File: src/rtl/crc_multi_step_check_pkg.sv
// Shared CRC-32 defaults, frame FSM state type and bit/byte reordering helpers.
package crc_multi_step_check_pkg;

    localparam int unsigned CRC32_WIDTH   = 32;
    localparam logic [31:0] CRC32_POLY    = 32'h04C1_1DB7;
    localparam logic [31:0] CRC32_XOR_IN  = 32'hFFFF_FFFF;
    localparam logic [31:0] CRC32_XOR_OUT = 32'hFFFF_FFFF;

    // Widest CRC the helpers handle; narrower values sit in the low bits.
    localparam int unsigned MAX_W = 64;

    typedef enum logic {
        ST_IDLE     = 1'b0,
        ST_IN_FRAME = 1'b1
    } state_t;

    function automatic logic [7:0] reflect8(input logic [7:0] x);
        logic [7:0] r;
        for (int unsigned i = 0; i < 8; i++) begin
            r[i] = x[7-i];
        end
        return r;
    endfunction

    function automatic logic [MAX_W-1:0] reflect_n(input logic [MAX_W-1:0] x,
                                                   input int unsigned     w);
        logic [MAX_W-1:0] r;
        for (int unsigned i = 0; i < MAX_W; i++) begin
            r[i] = x[MAX_W-1-i];
        end
        return r >> (MAX_W - w);
    endfunction

    function automatic logic [MAX_W-1:0] byte_swap_n(input logic [MAX_W-1:0] x,
                                                     input int unsigned     w);
        logic [MAX_W-1:0] r;
        r = '0;
        for (int unsigned b = 0; b < MAX_W / 8; b++) begin
            if (b < w / 8) begin
                r[8*b +: 8] = x[w-8-8*b +: 8];
            end
        end
        return r;
    endfunction

endpackage

File: src/rtl/crc_multi_step_check_word_step.sv
// Combinational CRC update over one full input word, first byte in the MSBs.
module crc_multi_step_check_word_step
    import crc_multi_step_check_pkg::*;
#(
    parameter int unsigned      DIN_WIDTH  = 32,
    parameter int unsigned      WIDTH      = 32,
    parameter logic [WIDTH-1:0] POLY       = CRC32_POLY,
    parameter bit               REFLECT_IN = 1'b1
) (
    input  logic [WIDTH-1:0]     i_crc,
    input  logic [DIN_WIDTH-1:0] i_data,
    output logic [WIDTH-1:0]     o_crc
);

    always_comb begin : step
        logic [WIDTH-1:0] c;
        logic [7:0]       b;
        logic             fb;
        c  = i_crc;
        b  = '0;
        fb = 1'b0;
        for (int unsigned k = 0; k < DIN_WIDTH / 8; k++) begin
            b = i_data[DIN_WIDTH-1-8*k -: 8];
            if (REFLECT_IN) begin
                b = reflect8(b);
            end
            for (int unsigned j = 0; j < 8; j++) begin
                fb = c[WIDTH-1] ^ b[7-j];
                c  = {c[WIDTH-2:0], 1'b0} ^ (fb ? POLY : '0);
            end
        end
        o_crc = c;
    end

endmodule

File: src/rtl/crc_multi_step_check.sv
// Frame CRC checker: last valid word of each frame is the FCS, earlier words are payload.
// Define CRC_CHECK_STRIP_EN to forward the payload (FCS stripped) on dout*.
module crc_multi_step_check
    import crc_multi_step_check_pkg::*;
#(
    parameter int unsigned      DIN_WIDTH   = 32,
    parameter int unsigned      WIDTH       = 32,
    parameter logic [WIDTH-1:0] POLY        = CRC32_POLY,
    parameter bit               REFLECT_IN  = 1'b1,
    parameter logic [WIDTH-1:0] XOR_IN      = CRC32_XOR_IN,
    parameter logic [WIDTH-1:0] XOR_OUT     = CRC32_XOR_OUT,
    parameter bit               REFLECT_OUT = 1'b1
) (
    input  logic                 clk,
    input  logic                 rst,
    input  logic [DIN_WIDTH-1:0] din,
    input  logic                 din_valid,
    input  logic                 din_first,
    input  logic                 din_last,
    output logic                 chk_valid,
    output logic                 chk_ok,
    output logic                 chk_err,
    output logic                 frame_abort,
    output logic [15:0]          ok_cnt,
    output logic [15:0]          err_cnt,
    output logic [DIN_WIDTH-1:0] dout,
    output logic                 dout_valid,
    output logic                 dout_first,
    output logic                 dout_last
);

    state_t           r_state, w_state_next;
    logic [WIDTH-1:0] r_crc, w_crc_next, w_crc_base, w_crc_step;
    logic [MAX_W-1:0] w_final, w_fcs_exp;
    logic             w_in_frame, w_start, w_abort, w_fcs_word, w_payload, w_match;
    logic             r_chk_valid, r_chk_ok, r_chk_err, r_frame_abort;
    logic [15:0]      r_ok_cnt, r_err_cnt;

    // A first word always restarts from XOR_IN, which also covers abort-and-restart.
    assign w_crc_base = din_first ? XOR_IN : r_crc;

    crc_multi_step_check_word_step #(
        .DIN_WIDTH  (DIN_WIDTH),
        .WIDTH      (WIDTH),
        .POLY       (POLY),
        .REFLECT_IN (REFLECT_IN)
    ) u_step (
        .i_crc  (w_crc_base),
        .i_data (din),
        .o_crc  (w_crc_step)
    );

    always_comb begin
        w_in_frame = (r_state == ST_IN_FRAME);
        w_start    = din_valid & din_first;
        w_abort    = w_start & w_in_frame;
        w_fcs_word = din_valid & din_last & (w_start | w_in_frame);
        w_payload  = din_valid & ~din_last & (w_start | w_in_frame);

        w_final    = (REFLECT_OUT ? reflect_n(MAX_W'(w_crc_base), WIDTH) : MAX_W'(w_crc_base))
                     ^ MAX_W'(XOR_OUT);
        w_fcs_exp  = byte_swap_n(w_final, WIDTH);
        w_match    = (MAX_W'(din) == w_fcs_exp);

        w_state_next = r_state;
        w_crc_next   = r_crc;
        if (w_payload) begin
            w_state_next = ST_IN_FRAME;
            w_crc_next   = w_crc_step;
        end else if (w_fcs_word) begin
            w_state_next = ST_IDLE;
            w_crc_next   = XOR_IN;
        end
    end

    always_ff @(posedge clk) begin
        if (rst) begin
            r_state       <= ST_IDLE;
            r_crc         <= XOR_IN;
            r_chk_valid   <= 1'b0;
            r_chk_ok      <= 1'b0;
            r_chk_err     <= 1'b0;
            r_frame_abort <= 1'b0;
            r_ok_cnt      <= '0;
            r_err_cnt     <= '0;
        end else begin
            r_state       <= w_state_next;
            r_crc         <= w_crc_next;
            r_chk_valid   <= w_fcs_word;
            r_chk_ok      <= w_fcs_word & w_match;
            r_chk_err     <= w_fcs_word & ~w_match;
            r_frame_abort <= w_abort;
            if (r_chk_ok && r_ok_cnt != '1) begin
                r_ok_cnt <= r_ok_cnt + 16'd1;
            end
            if (r_chk_err && r_err_cnt != '1) begin
                r_err_cnt <= r_err_cnt + 16'd1;
            end
        end
    end

    assign chk_valid   = r_chk_valid;
    assign chk_ok      = r_chk_ok;
    assign chk_err     = r_chk_err;
    assign frame_abort = r_frame_abort;
    assign ok_cnt      = r_ok_cnt;
    assign err_cnt     = r_err_cnt;

`ifdef CRC_CHECK_STRIP_EN
    logic [DIN_WIDTH-1:0] r_hold, r_dout;
    logic                 r_hold_valid, r_hold_first;
    logic                 r_dout_valid, r_dout_first, r_dout_last;

    // One-word delay line: a word is only known not to be the FCS once its successor arrives.
    always_ff @(posedge clk) begin
        if (rst) begin
            r_hold       <= '0;
            r_hold_valid <= 1'b0;
            r_hold_first <= 1'b0;
            r_dout       <= '0;
            r_dout_valid <= 1'b0;
            r_dout_first <= 1'b0;
            r_dout_last  <= 1'b0;
        end else begin
            r_dout_valid <= 1'b0;
            r_dout_first <= 1'b0;
            r_dout_last  <= 1'b0;
            if (w_payload || w_fcs_word) begin
                if (r_hold_valid && !w_abort) begin
                    r_dout       <= r_hold;
                    r_dout_valid <= 1'b1;
                    r_dout_first <= r_hold_first;
                    r_dout_last  <= w_fcs_word;
                end
                r_hold       <= din;
                r_hold_valid <= w_payload;
                r_hold_first <= w_start;
            end
        end
    end

    assign dout       = r_dout;
    assign dout_valid = r_dout_valid;
    assign dout_first = r_dout_first;
    assign dout_last  = r_dout_last;
`else
    assign dout       = '0;
    assign dout_valid = 1'b0;
    assign dout_first = 1'b0;
    assign dout_last  = 1'b0;
`endif

endmodule
File: config.mk
export PLATFORM = sky130hd
export DESIGN_NAME = crc_multi_step_check
export DESIGN_NICKNAME = d
export VERILOG_FILES = /design/src/rtl/crc_multi_step_check_pkg.sv /design/src/rtl/crc_multi_step_check_word_step.sv /design/src/rtl/crc_multi_step_check.sv
export SDC_FILE = /design/constraint.sdc
export NUM_CORES = 1
export LEC_CHECK = 0
export CAP_MARGIN = 40
export CORE_ASPECT_RATIO = 1.1
export CORE_MARGIN = 2
export CORE_UTILIZATION = 40
export CTS_CLUSTER_SIZE = 14
export DETAILED_ROUTE_END_ITERATION = 8
export GPL_TIMING_DRIVEN = 1
export SYNTH_ARGS = -nofsm -noshare
export SYNTH_HDL_FRONTEND = slang
export SYNTH_SLANG_ARGS = --single-unit
export TNS_END_PERCENT = 100
File: constraint.sdc
create_clock -name clk -period 5.7 [get_ports clk]
set_input_delay 1.71 -clock clk [delete_from_list [all_inputs] [get_ports clk]]
set_output_delay 1.71 -clock clk [all_outputs]
set_load 0.005 [all_outputs]
==> flow_summary.ini <==
[clock_tree]
clkLatencyLatePin_ns = 0.34
ctsHoldBuffers = 0
clk_pin_slew_worst_paths_ns = 0.06
cts-root-buf = clkbuf_16
cts_resized = 0
cts_tree = built
clock-sinks = 69
clockBufferDepth = 2
htree_levels = 3
numCtsBuffers = 9
post-cts-setup-buffers = 0

[synthesis]
synth_top_area_frac = 0.214
synth-xor-area-share = 0.522
synth.area.top_cells = xnor2_1 21%, dfxtp_1 19%, xnor3_1 9.4%, xor2_1 7.8%, nor2_1 4.1%
seq_area_frac_synth = 0.191
synth-compound-area-share = 0.0739
muxShareOfSynthArea = 0.0201
yosysTopAreaCell = xnor2_1
synth_top_family_by_area = XOR/XNOR gates
yosysWarnings = 0
synth_area_sq_um = 7220
syn_inst = 758
syn_avg_cell_area_sq_um = 9.52
ys_ff_latch = 69
synth_cell_types = 49
synth_simple_gate_area_share = 0.127
synth_fa_ha_area_frac = 0.00347

[final_layout]
syn_to_final_growth_pct = 22.7
nets = 921
drive_gt1_frac = 0.167
stdcell_area_sq_um = 8850
num_antenna_cells = 0

[die]
initial_utilization = 0.408
num_rows = 51
core_area_sq_um = 17700
die_w_um = 132
dieArea_sq_um = 19100
die_h_um = 145
io_pins = 108

[placement]
gp_congestion = 0.945
place_area_sq_um = 8510
portBuffers = 72
dp.final_hpwl_um = 16600

[sta]
period_needed_ns = 5.37
rsz0062_at_grt = no
fmax_mhz = 186
setup_violations = 0
final_max_slew_viol_count = 0
maxSlewHeadroom = 0.422
finalCritPeriodShare = 0.942
fin_skew_ns = 0.00955
tightest_slew_ns = 0.867
setup_tns_ns = 0
finalHoldViolCount = 0

[routing]
drc = 0
drt-total-wl_um = 20400
vias = 5569
via_per_inst = 4.95
ant_nets = 0
wl_per_cell_um = 18.1
drt_iter0_markers = 403
firstDrtPassIters = 5

[critical_path]
path_class = in2reg
critical-path-max-stage-delay_ns = 0.62
path_cells = clkdlybuf4s50_1, xor2_1, xnor3_2, xor2_1, buf_4, xnor2_2, xor3_4, xor2_2, xor2_1, xor3_1, and4_1, nor3_1
cpMostUsedCell = xor2_1
required_ns = 5.95
path_buf_inv = 2
worst-path-max-fanout = 4
crit_path_start_kind = input pin
endpoint_kind = register
cp_top_family = XOR/XNOR gates
cp.arrival_ns = 5.62
crit_slowest_cell = clkdlybuf4s50_1

[flow_run]
max-cap-violations = 0

[grt]
grt_usage = 0.214
antenna_found_initial = 0
grt_pass1_wl_um = 30800
gr-total-overflow = 0
grt_max_degree = 49
grt_pass1_vias = 5309

[min_path]
hold_path.class = reg2reg

[status]
status = finished, final reports clean
metal layers:
layer | up-vias | part of all wire | global-route usage
met1 | 2654 | 0.45 | 0.287
met4 | 0 | 0.029 | 0.0801
met3 | 26 | 0.051 | 0.0216
met5 | - | 0 | 0
met2 | 189 | 0.47 | 0.358
li1 | 2700 | - | -
flip-flops by register name, indices dropped and copies added, names as in the netlist:
signal and count:
r_crc 32, err_cnt 16, ok_cnt 16, chk_err 1, chk_ok 1, chk_valid 1, frame_abort 1, r_state 1
logic make-up after synthesis:
family / Yosys count
buf+inv: 71
simple gates: 200
xor+xnor: 316
mux: 13
compound gates: 86
other cells: 1
fa+ha+maj: 2
flops: 69
cells in the final DEF (no fill, tap or decap), types with 2 or more instances in the layout:
cell             count
o21ai_1              3
or3_1               12
nor3_1               8
nor2_1              79
xnor3_2              9
xnor2_1            176
o22ai_1             10
nor2_2               3
xor3_2               3
dfxtp_1             69
nand3_1             10
and3_1               5
xnor2_4              7
and2_1               3
xor2_2               3
clkbuf_16            9
o211ai_1            16
o21ai_0             25
xor2_1              64
and4b_1              2
nand2_1             52
a31oi_1              3
xnor2_2             16
and4_1               2
clkdlybuf4s50_1     71
nand4_1              9
xor3_1               6
bufinv_16            3
inv_1                3
o31ai_1              6
buf_4               73
xnor3_1             30
a2bb2oi_1            5
nand2b_1            11
conb_1              35
nor2b_1              2
ha_1                 2
mux2_2              12
a21oi_1             12
final cells by class:
type                    count  area, sq um
flip-flops and latches     69         1380
multi-input cells         652         5520
well taps                 238          298
clock buffers              10          229
clock inverters             6          111
inverters                   3         11.3
repair buffers            147         1300
fillers                  1679         8820
worst reg2reg max path, cell delays in order, from the launching register on:
cell,delay (ns)
dfxtp_1,0.72
xnor2_1,0.15
nor2_1,0.21
xnor3_2,0.46
xor2_1,0.19
buf_4,0.19
xnor2_2,0.19
xor3_4,0.46
xor2_2,0.47
xor2_1,0.31
xor3_1,0.29
and4_1,0.21
nor3_1,0.17
through the flow:
stage | util | std cells | setup slack, ns | hold slack [ns]
6_report | 0.501 | 1125 | 0.330 | 0.492
5_1_grt | 0.501 | 1125 | 0.141 | 0.529
3_3_place_gp | 0.481 | 1108 | 0.0960 | 0.468
3_5_place_dp | 0.482 | 1109 | 0.0411 | 0.482
2_1_floorplan | - | 792 | 0.487 | 0.456
4_1_cts | 0.501 | 1125 | 0.349 | 0.497
synth_stat cells, drive strengths merged:
library cell	n
a2bb2oi	5
o211ai	16
o2111ai	1
a31oi	3
mux2i	1
ha	2
nor2b	2
xnor3	39
and4	2
xnor2	199
a221oi	1
xor3	10
inv	3
conb	1
clkbuf	16
nor2	82
and2	3
nand4	9
a211oi	1
o31ai	6
buf	52
dfxtp	69
or3	12
nand2b	11
a21oi	13
nor4	1
or4	1
and3	5
mux2	12
nand2	52
o22ai	10
o21ai	29
xor2	68
nand3	10
and4b	2
o21a	1
nor3	8
path summary, 6_finish.rpt:
check             slack [ns]        end       from  cells after the start
setup reg to reg        1.61  r_crc[12]  r_crc[27]                     12
hold reg to reg         0.49  r_crc[19]  r_crc[19]                      2
setup / recovery        0.33  r_crc[12]    din[27]                     12
hold / removal          0.49  r_crc[19]  r_crc[19]                      2
Power is not shown: default switching activity piles up to over one toggle a cycle in this logic, so the estimate is an artifact.
